**config.mk**
```make
export PLATFORM = sky130hd
export DESIGN_NAME = fifo_ctrl
export DESIGN_NICKNAME = d
export VERILOG_FILES = /design/src/rtl/fifo_ctrl.sv
export SDC_FILE = /design/constraint.sdc
export NUM_CORES = 1
export LEC_CHECK = 0
export CORE_MARGIN = 8
export CORE_UTILIZATION = 53
export DETAILED_ROUTE_END_ITERATION = 10
export GPL_ROUTABILITY_DRIVEN = 0
export GPL_TIMING_DRIVEN = 0
export PLACE_DENSITY = 0.75
export SYNTH_ARGS = -nofsm -noshare
export SYNTH_HDL_FRONTEND = slang
export SYNTH_SLANG_ARGS = --single-unit
```
**constraint.sdc**
```tcl
create_clock -name clk -period 3.6 [get_ports clk]
set_input_delay 0.9 -clock clk [delete_from_list [all_inputs] [get_ports clk]]
set_output_delay 0.9 -clock clk [all_outputs]
set_load 0.02 [all_outputs]
```
**src/rtl/fifo_ctrl.sv**
```systemverilog
// Write/read engine of the 8-entry FIFO: owns storage, pointers, occupancy and the state code.
// One-cycle registered response; no backpressure, overflow/underflow reported as error states.
module fifo_ctrl #(
    parameter int DATA_WIDTH = 32
) (
    input  logic                  clk,
    input  logic                  reset_n,
    input  logic                  wr_en,
    input  logic                  rd_en,
    input  logic [DATA_WIDTH-1:0] din,
    output logic [DATA_WIDTH-1:0] dout,
    output logic [2:0]            state,
    output logic [3:0]            data_count
);

    typedef enum logic [2:0] {
        IDLE     = 3'b000,
        WRITE    = 3'b001,
        READ     = 3'b010,
        WR_ERROR = 3'b011,
        RD_ERROR = 3'b100
    } state_e;

    state_e                state_q,  state_d;
    logic [3:0]            count_q,  count_d;
    logic [2:0]            wr_ptr_q, wr_ptr_d;
    logic [2:0]            rd_ptr_q, rd_ptr_d;
    logic [DATA_WIDTH-1:0] dout_q,   dout_d;
    logic [DATA_WIDTH-1:0] mem_q [8];

    logic full, empty, do_wr, do_rd;

    assign full  = (count_q == 4'd8);
    assign empty = (count_q == 4'd0);
    assign do_wr = wr_en && !rd_en && !full;
    assign do_rd = rd_en && !wr_en && !empty;

    // Simultaneous or absent requests are a no-op; only a lone request acts.
    always_comb begin
        state_d  = IDLE;
        count_d  = count_q;
        wr_ptr_d = wr_ptr_q;
        rd_ptr_d = rd_ptr_q;
        dout_d   = dout_q;
        if (wr_en && !rd_en) begin
            if (full) begin
                state_d = WR_ERROR;
            end else begin
                state_d  = WRITE;
                wr_ptr_d = wr_ptr_q + 3'd1;
                count_d  = count_q + 4'd1;
            end
        end else if (rd_en && !wr_en) begin
            if (empty) begin
                state_d = RD_ERROR;
            end else begin
                state_d  = READ;
                dout_d   = mem_q[rd_ptr_q];
                rd_ptr_d = rd_ptr_q + 3'd1;
                count_d  = count_q - 4'd1;
            end
        end
    end

    always_ff @(posedge clk or negedge reset_n) begin
        if (!reset_n) begin
            state_q  <= IDLE;
            count_q  <= 4'd0;
            wr_ptr_q <= 3'd0;
            rd_ptr_q <= 3'd0;
            dout_q   <= '0;
        end else begin
            state_q  <= state_d;
            count_q  <= count_d;
            wr_ptr_q <= wr_ptr_d;
            rd_ptr_q <= rd_ptr_d;
            dout_q   <= dout_d;
        end
    end

    // Storage is deliberately left out of reset; occupancy alone defines validity.
    always_ff @(posedge clk) begin
        if (do_wr) begin
            mem_q[wr_ptr_q] <= din;
        end
    end

    assign dout       = dout_q;
    assign state      = state_q;
    assign data_count = count_q;

endmodule

```
Word-level counts from Yosys, hierarchy flattened
Memories as Yosys holds them, arrays and structs flattened. A register that Yosys moved wholly into a read port is not among the register bits.
Index checks and enable logic that the tools add are counted.
- flip-flop bits (word level): 13
- bits in writable memories: 256
- input port bits: 36
- output and inout bits: 39
- logic and storage cells: 37
- memories kept: 1
- add/sub/neg operators: 4
- equality and inequality tests: 3
- muxes and demuxes: 10
- bitwise gates (word level): 3
- reductions and logical operators: 12
- memory list (name ; depth ; bits a word ; rd ports ; clocked after memory_dff ; write ports ; RTL line ; RTL):
    mem_q ; 8 ; 32 ; 1 ; 1 ; 1 ; 29 ; logic [DATA_WIDTH-1:0] mem_q [8];
- operator list (cell ; number):
    two-way mux 4 bit ; 4
    two-way mux 3 bit ; 3
    adder 3 x 1 -> 3 bit, second input constant ; 2
    AND reduction 3 bit ; 2
    adder 4 x 1 -> 4 bit, second input constant ; 1
    == test 4 bit, second input constant ; 1
    zero test 1 bit ; 4
    zero test 4 bit ; 1
    subtractor 4 x 1 -> 4 bit, second input constant ; 1
    logical AND 1 bit ; 3
    NOT 1 bit ; 3
    two-way mux 1 bit ; 2
    two-way mux 2 bit ; 1
    inequality test 2 x 1 -> 1 bit, second input constant ; 1
    inequality test 2 bit, second input constant ; 1
    AND reduction 2 bit ; 1
    nonzero test 2 bit ; 1

Longest topological paths before layout
- word-level depth: 5
- mapped depth: 9
- depth with buffers taken out: 7

Worst setup path before layout
OpenSTA, ideal clock, no wires.
- path type: input-to-reg
- from: input rd_en
- to: memory mem_q[0][0] (enable)
- arrival time: 4137 ps
- setup slack: -998 ps
- stages: 7
- cell sequence: inv_1 > ha_1 > buf_2 > inv_1 > a21oi_1 > or2b_1 > nor3_1
- longest elaborated chain between the ends: 5
- ends and longest elaborated chain (what ; RTL line ; RTL):
    from (decl) ; 9 ; input logic rd_en,
    zero test 1 bit ; 35 ; assign do_wr = wr_en && !rd_en && !full;
    logical AND 1 bit (2 in series) ; 35 ;
    two-way mux 1 bit ; 83 ; if (do_wr) begin
    two-way mux 1 bit (not written as such) ; 84 ; mem_q[wr_ptr_q] <= din;
    to (decl) ; 29 ;
No other way between the ends.

Worst setup path in the final report
- from: input wr_en
- to: memory mem_q[2][0] (enable)
- longest elaborated chain between the ends: 4
- ends and longest elaborated chain (what ; RTL line ; RTL):
    from (decl) ; 8 ; input logic wr_en,
    logical AND 1 bit (2 in series) ; 35 ;
    two-way mux 1 bit ; 83 ;
    two-way mux 1 bit (not written as such) ; 84 ;
No other way between the ends.

==> impl_metrics.env <==
export IMPL_grt_max_degree=30
export IMPL_placed_cells=1057
export IMPL_vias=6438
export IMPL_cp_required_ns=3.85
export IMPL_yosysWarnings=0
export IMPL_layout_min_cycle_time_ns=3.32
export IMPL_crit_family="buffers and inverters"
export IMPL_start_util=0.538
export IMPL_finClkSkew_ns=0.00964
export IMPL_timing_rr_end="mem_q[2][0]$_DFFE_PP_"
export IMPL_hp_class="input port to async pin"
export IMPL_final_util=0.651
export IMPL_grt_pass1_wl_um=38600
export IMPL_status="completed"
export IMPL_cts_tree="yes"
export IMPL_drv_slew=0
export IMPL_post_route_period_util=0.922
export IMPL_grt_pass1_vias=6611
export IMPL_fill_cells=1455
export IMPL_r2r_setup_slack_ns=1.01
export IMPL_syn_to_final_growth_pct=21.0
export IMPL_cts_setup_buffers=0
export IMPL_dp_hpwl_um=15900
export IMPL_io_buffers=74
export IMPL_fp_dieW_um=164
export IMPL_synth_cells=692
export IMPL_antenna_found_initial=0
export IMPL_clkTransAtPathRegs_ns=0.06
export IMPL_post_drt_wl_per_cell_um=22.9
export IMPL_die_area_um2=27000
export IMPL_ctsResizeCount=0
export IMPL_reg2reg_depth=6
export IMPL_path_buf_inv=4
export IMPL_vias_per_cell=5.79
export IMPL_cp_cell_sequence="clkdlybuf4s50_1, ha_1, buf_2, inv_1, a21oi_1, or2b_1, nor2_4, buf_16"
export IMPL_numCtsBuffers=29
export IMPL_ios=75
export IMPL_criticalPathCategory="input port to flop"
export IMPL_totalWireLength_um=25400
export IMPL_die_h_um=164
export IMPL_drc_errors=0
export IMPL_ant_nets=0
export IMPL_netlist_area_um2=11700
export IMPL_cts_htree_levels=1
export IMPL_row_count=54
export IMPL_cts_num_sinks=301
export IMPL_drt_iter0_drc=589
export IMPL_slew_headroom=0.505
export IMPL_peakVddDrop_mv=0.415
export IMPL_ys_types=33
export IMPL_dp_slack_ns=-0.336
export IMPL_drive_gt1_frac=0.112
export IMPL_drtPass1Iterations=5
export IMPL_synth_fp_nets=735
export IMPL_slowest_delay_ns=0.61
export IMPL_instances_no_fill=1111
export IMPL_cp_end_kind="flop"
export IMPL_ys_ff_latch=301
export IMPL_r2r_start="data_count[1]$_DFFE_PN0P_"
export IMPL_n_antenna_cell=0
export IMPL_drv_cap=0
export IMPL_rsz0062_at_grt="no"
export IMPL_start_kind="input port"
export IMPL_gr_total_overflow=0
export IMPL_leakage_uw=0.00513
export IMPL_fin_ws_ns=0.282
export IMPL_core_area_um2=21700
export IMPL_grt_total_usage=0.189
export IMPL_hold_viol_final=0
export IMPL_clock_path_buffers=3
export IMPL_post_synth_cell_area_avg_um2=16.9
export IMPL_tightest_slew_ns=0.743
export IMPL_cts_root_buffer="clkbuf_16"
export IMPL_fmax_ghz=0.301
export IMPL_setup_violations=0
export IMPL_cts_hold_buf=0
export IMPL_worst_ep_arrival_time_ns=3.57
export IMPL_slowest_stage="nor2_4"
export IMPL_fin_nets=851
export IMPL_cp_max_fo=17
export IMPL_clock_latency_ns=0.55
export IMPL_powerDensity_nw_per_um2=788
export IMPL_ys_seq_area_frac=0.755
cells in the mapped netlist (all sizes together):
library cell  count  area, µm²
o21ai            34        170
a21o              1       8.76
a31oi             1       6.26
mux2              2       26.3
inv              36        135
o311a             1       21.3
buf              19        133
a22oi            64        480
and4b             1       11.3
ha                7       87.6
nand2            10       37.5
nand2b            3       18.8
edfxtp          256       7690
or2               1       6.26
nor2b             2       12.5
clkbuf           20       85.1
o221ai            1       8.76
or2b              1       7.51
and2              1       6.26
dfrtp            45       1130
mux2i           128       1280
a21oi             4       20.0
nor2             10       37.5
nand3            32        160
o211a             1       10.0
xor2              3       26.3
xnor2             5       43.8
nor3              3       15.0
stage by stage:
stage | power [µW] | instance area (µm²) | hold slack [ns] | TNS (ns)
6_report | 11100 | 14100 | 0.334 | 0
5_1_grt | 11600 | 14100 | 0.347 | 0
4_1_cts | 11200 | 14100 | 0.335 | 0
3_5_place_dp | 7930 | 13100 | 0.513 | -33.75
3_3_place_gp | 7730 | 12800 | 0.498 | -477.43
2_1_floorplan | 6620 | 11700 | 0.483 | -13.93
where the power goes:
group / switching (µW) / internal (µW) / leakage (µW)
Sequential: 234 / 4260 / 0.00286
Clock: 1240 / 2010 / 0.000510
Combinational: 1970 / 1400 / 0.00176
layout make-up:
class	count	area [µm²]	area share
clock inverters	16	236	0.0168
clock buffers	38	810	0.0574
repair buffers	85	981	0.0695
multi-input cells	316	2570	0.182
flip-flops and latches	301	8810	0.624
plain buffers	39	218	0.0154
inverters	36	135	0.00957
well taps	280	350	0.0248
per-layer routing:
metal / up-vias / global-route usage / wire length, µm / share of wire
met5: - / 0 / 0 / 0
li1: 2893 / - / - / -
met1: 3256 / 0.244 / 10300 / 0.41
met2: 244 / 0.327 / 12800 / 0.51
met3: 45 / 0.0329 / 1760 / 0.069
met4: 0 / 0.0479 / 473 / 0.019
worst max-delay path by stage:
stage | from | end | depth (start not counted)
floorplan | rd_en | mem_q[6][0]$_DFFE_PP_ | 7
global placement | wr_en | mem_q[6][27]$_DFFE_PP_ | 7
detailed placement | wr_en | mem_q[2][31]$_DFFE_PP_ | 8
CTS | wr_en | mem_q[2][31]$_DFFE_PP_ | 8
global route | wr_en | mem_q[2][31]$_DFFE_PP_ | 8
finish | wr_en | mem_q[2][0]$_DFFE_PP_ | 8
worst reg2reg max path: stages (launching register included):
cell and delay [ns]:
dfrtp_1 0.37, buf_6 0.13, nor3_1 0.11, a21oi_1 0.41
or2b_1 0.42, nor2_4 0.62, buf_16 0.24
logic make-up (layout without fill, tap and decap cells):
kind of cell,Yosys count,in the layout,share of synthesized area
AO/OA/AOI/OAI,107,107,0.0622
XOR/XNOR,8,8,0.00600
adder cells (fa/ha/maj),7,7,0.00750
buffers and inverters,75,214,0.0302
flip-flops,301,301,0.755
multiplexers,130,130,0.112
AND/OR/NAND/NOR,64,64,0.0268
layout by cell type, fill, tap and decap left out, types with 2 or more instances in the layout:
cell type / netlist / layout
nor3_4: 0 / 2
nor2b_1: 2 / 2
buf_4: 5 / 5
nand2b_1: 3 / 3
buf_2: 10 / 11
clkbuf_1: 19 / 23
mux2i_1: 128 / 128
bufinv_16: 0 / 6
clkdlybuf4s50_1: 0 / 73
ha_1: 7 / 7
clkinv_2: 0 / 5
nor2_1: 10 / 4
a22oi_1: 64 / 64
buf_12: 0 / 6
clkinv_1: 0 / 2
o21ai_0: 4 / 4
a21oi_1: 4 / 4
dfrtp_1: 45 / 45
nor2_4: 0 / 6
clkbuf_8: 1 / 6
xor2_1: 3 / 3
xnor2_1: 5 / 5
inv_1: 36 / 36
edfxtp_1: 256 / 256
nand2_1: 10 / 10
buf_16: 0 / 4
clkinvlp_4: 0 / 2
buf_6: 4 / 4
nand3_1: 32 / 32
clkbuf_16: 0 / 29
o21ai_1: 30 / 30
flip-flops by register name, summed over array words and instances (netlist names):
signal and count:
data_count 4, dout 32, mem_q 256, rd_ptr_q 3, state 3, wr_ptr_q 3
Power figures use the tool's default switching activity.
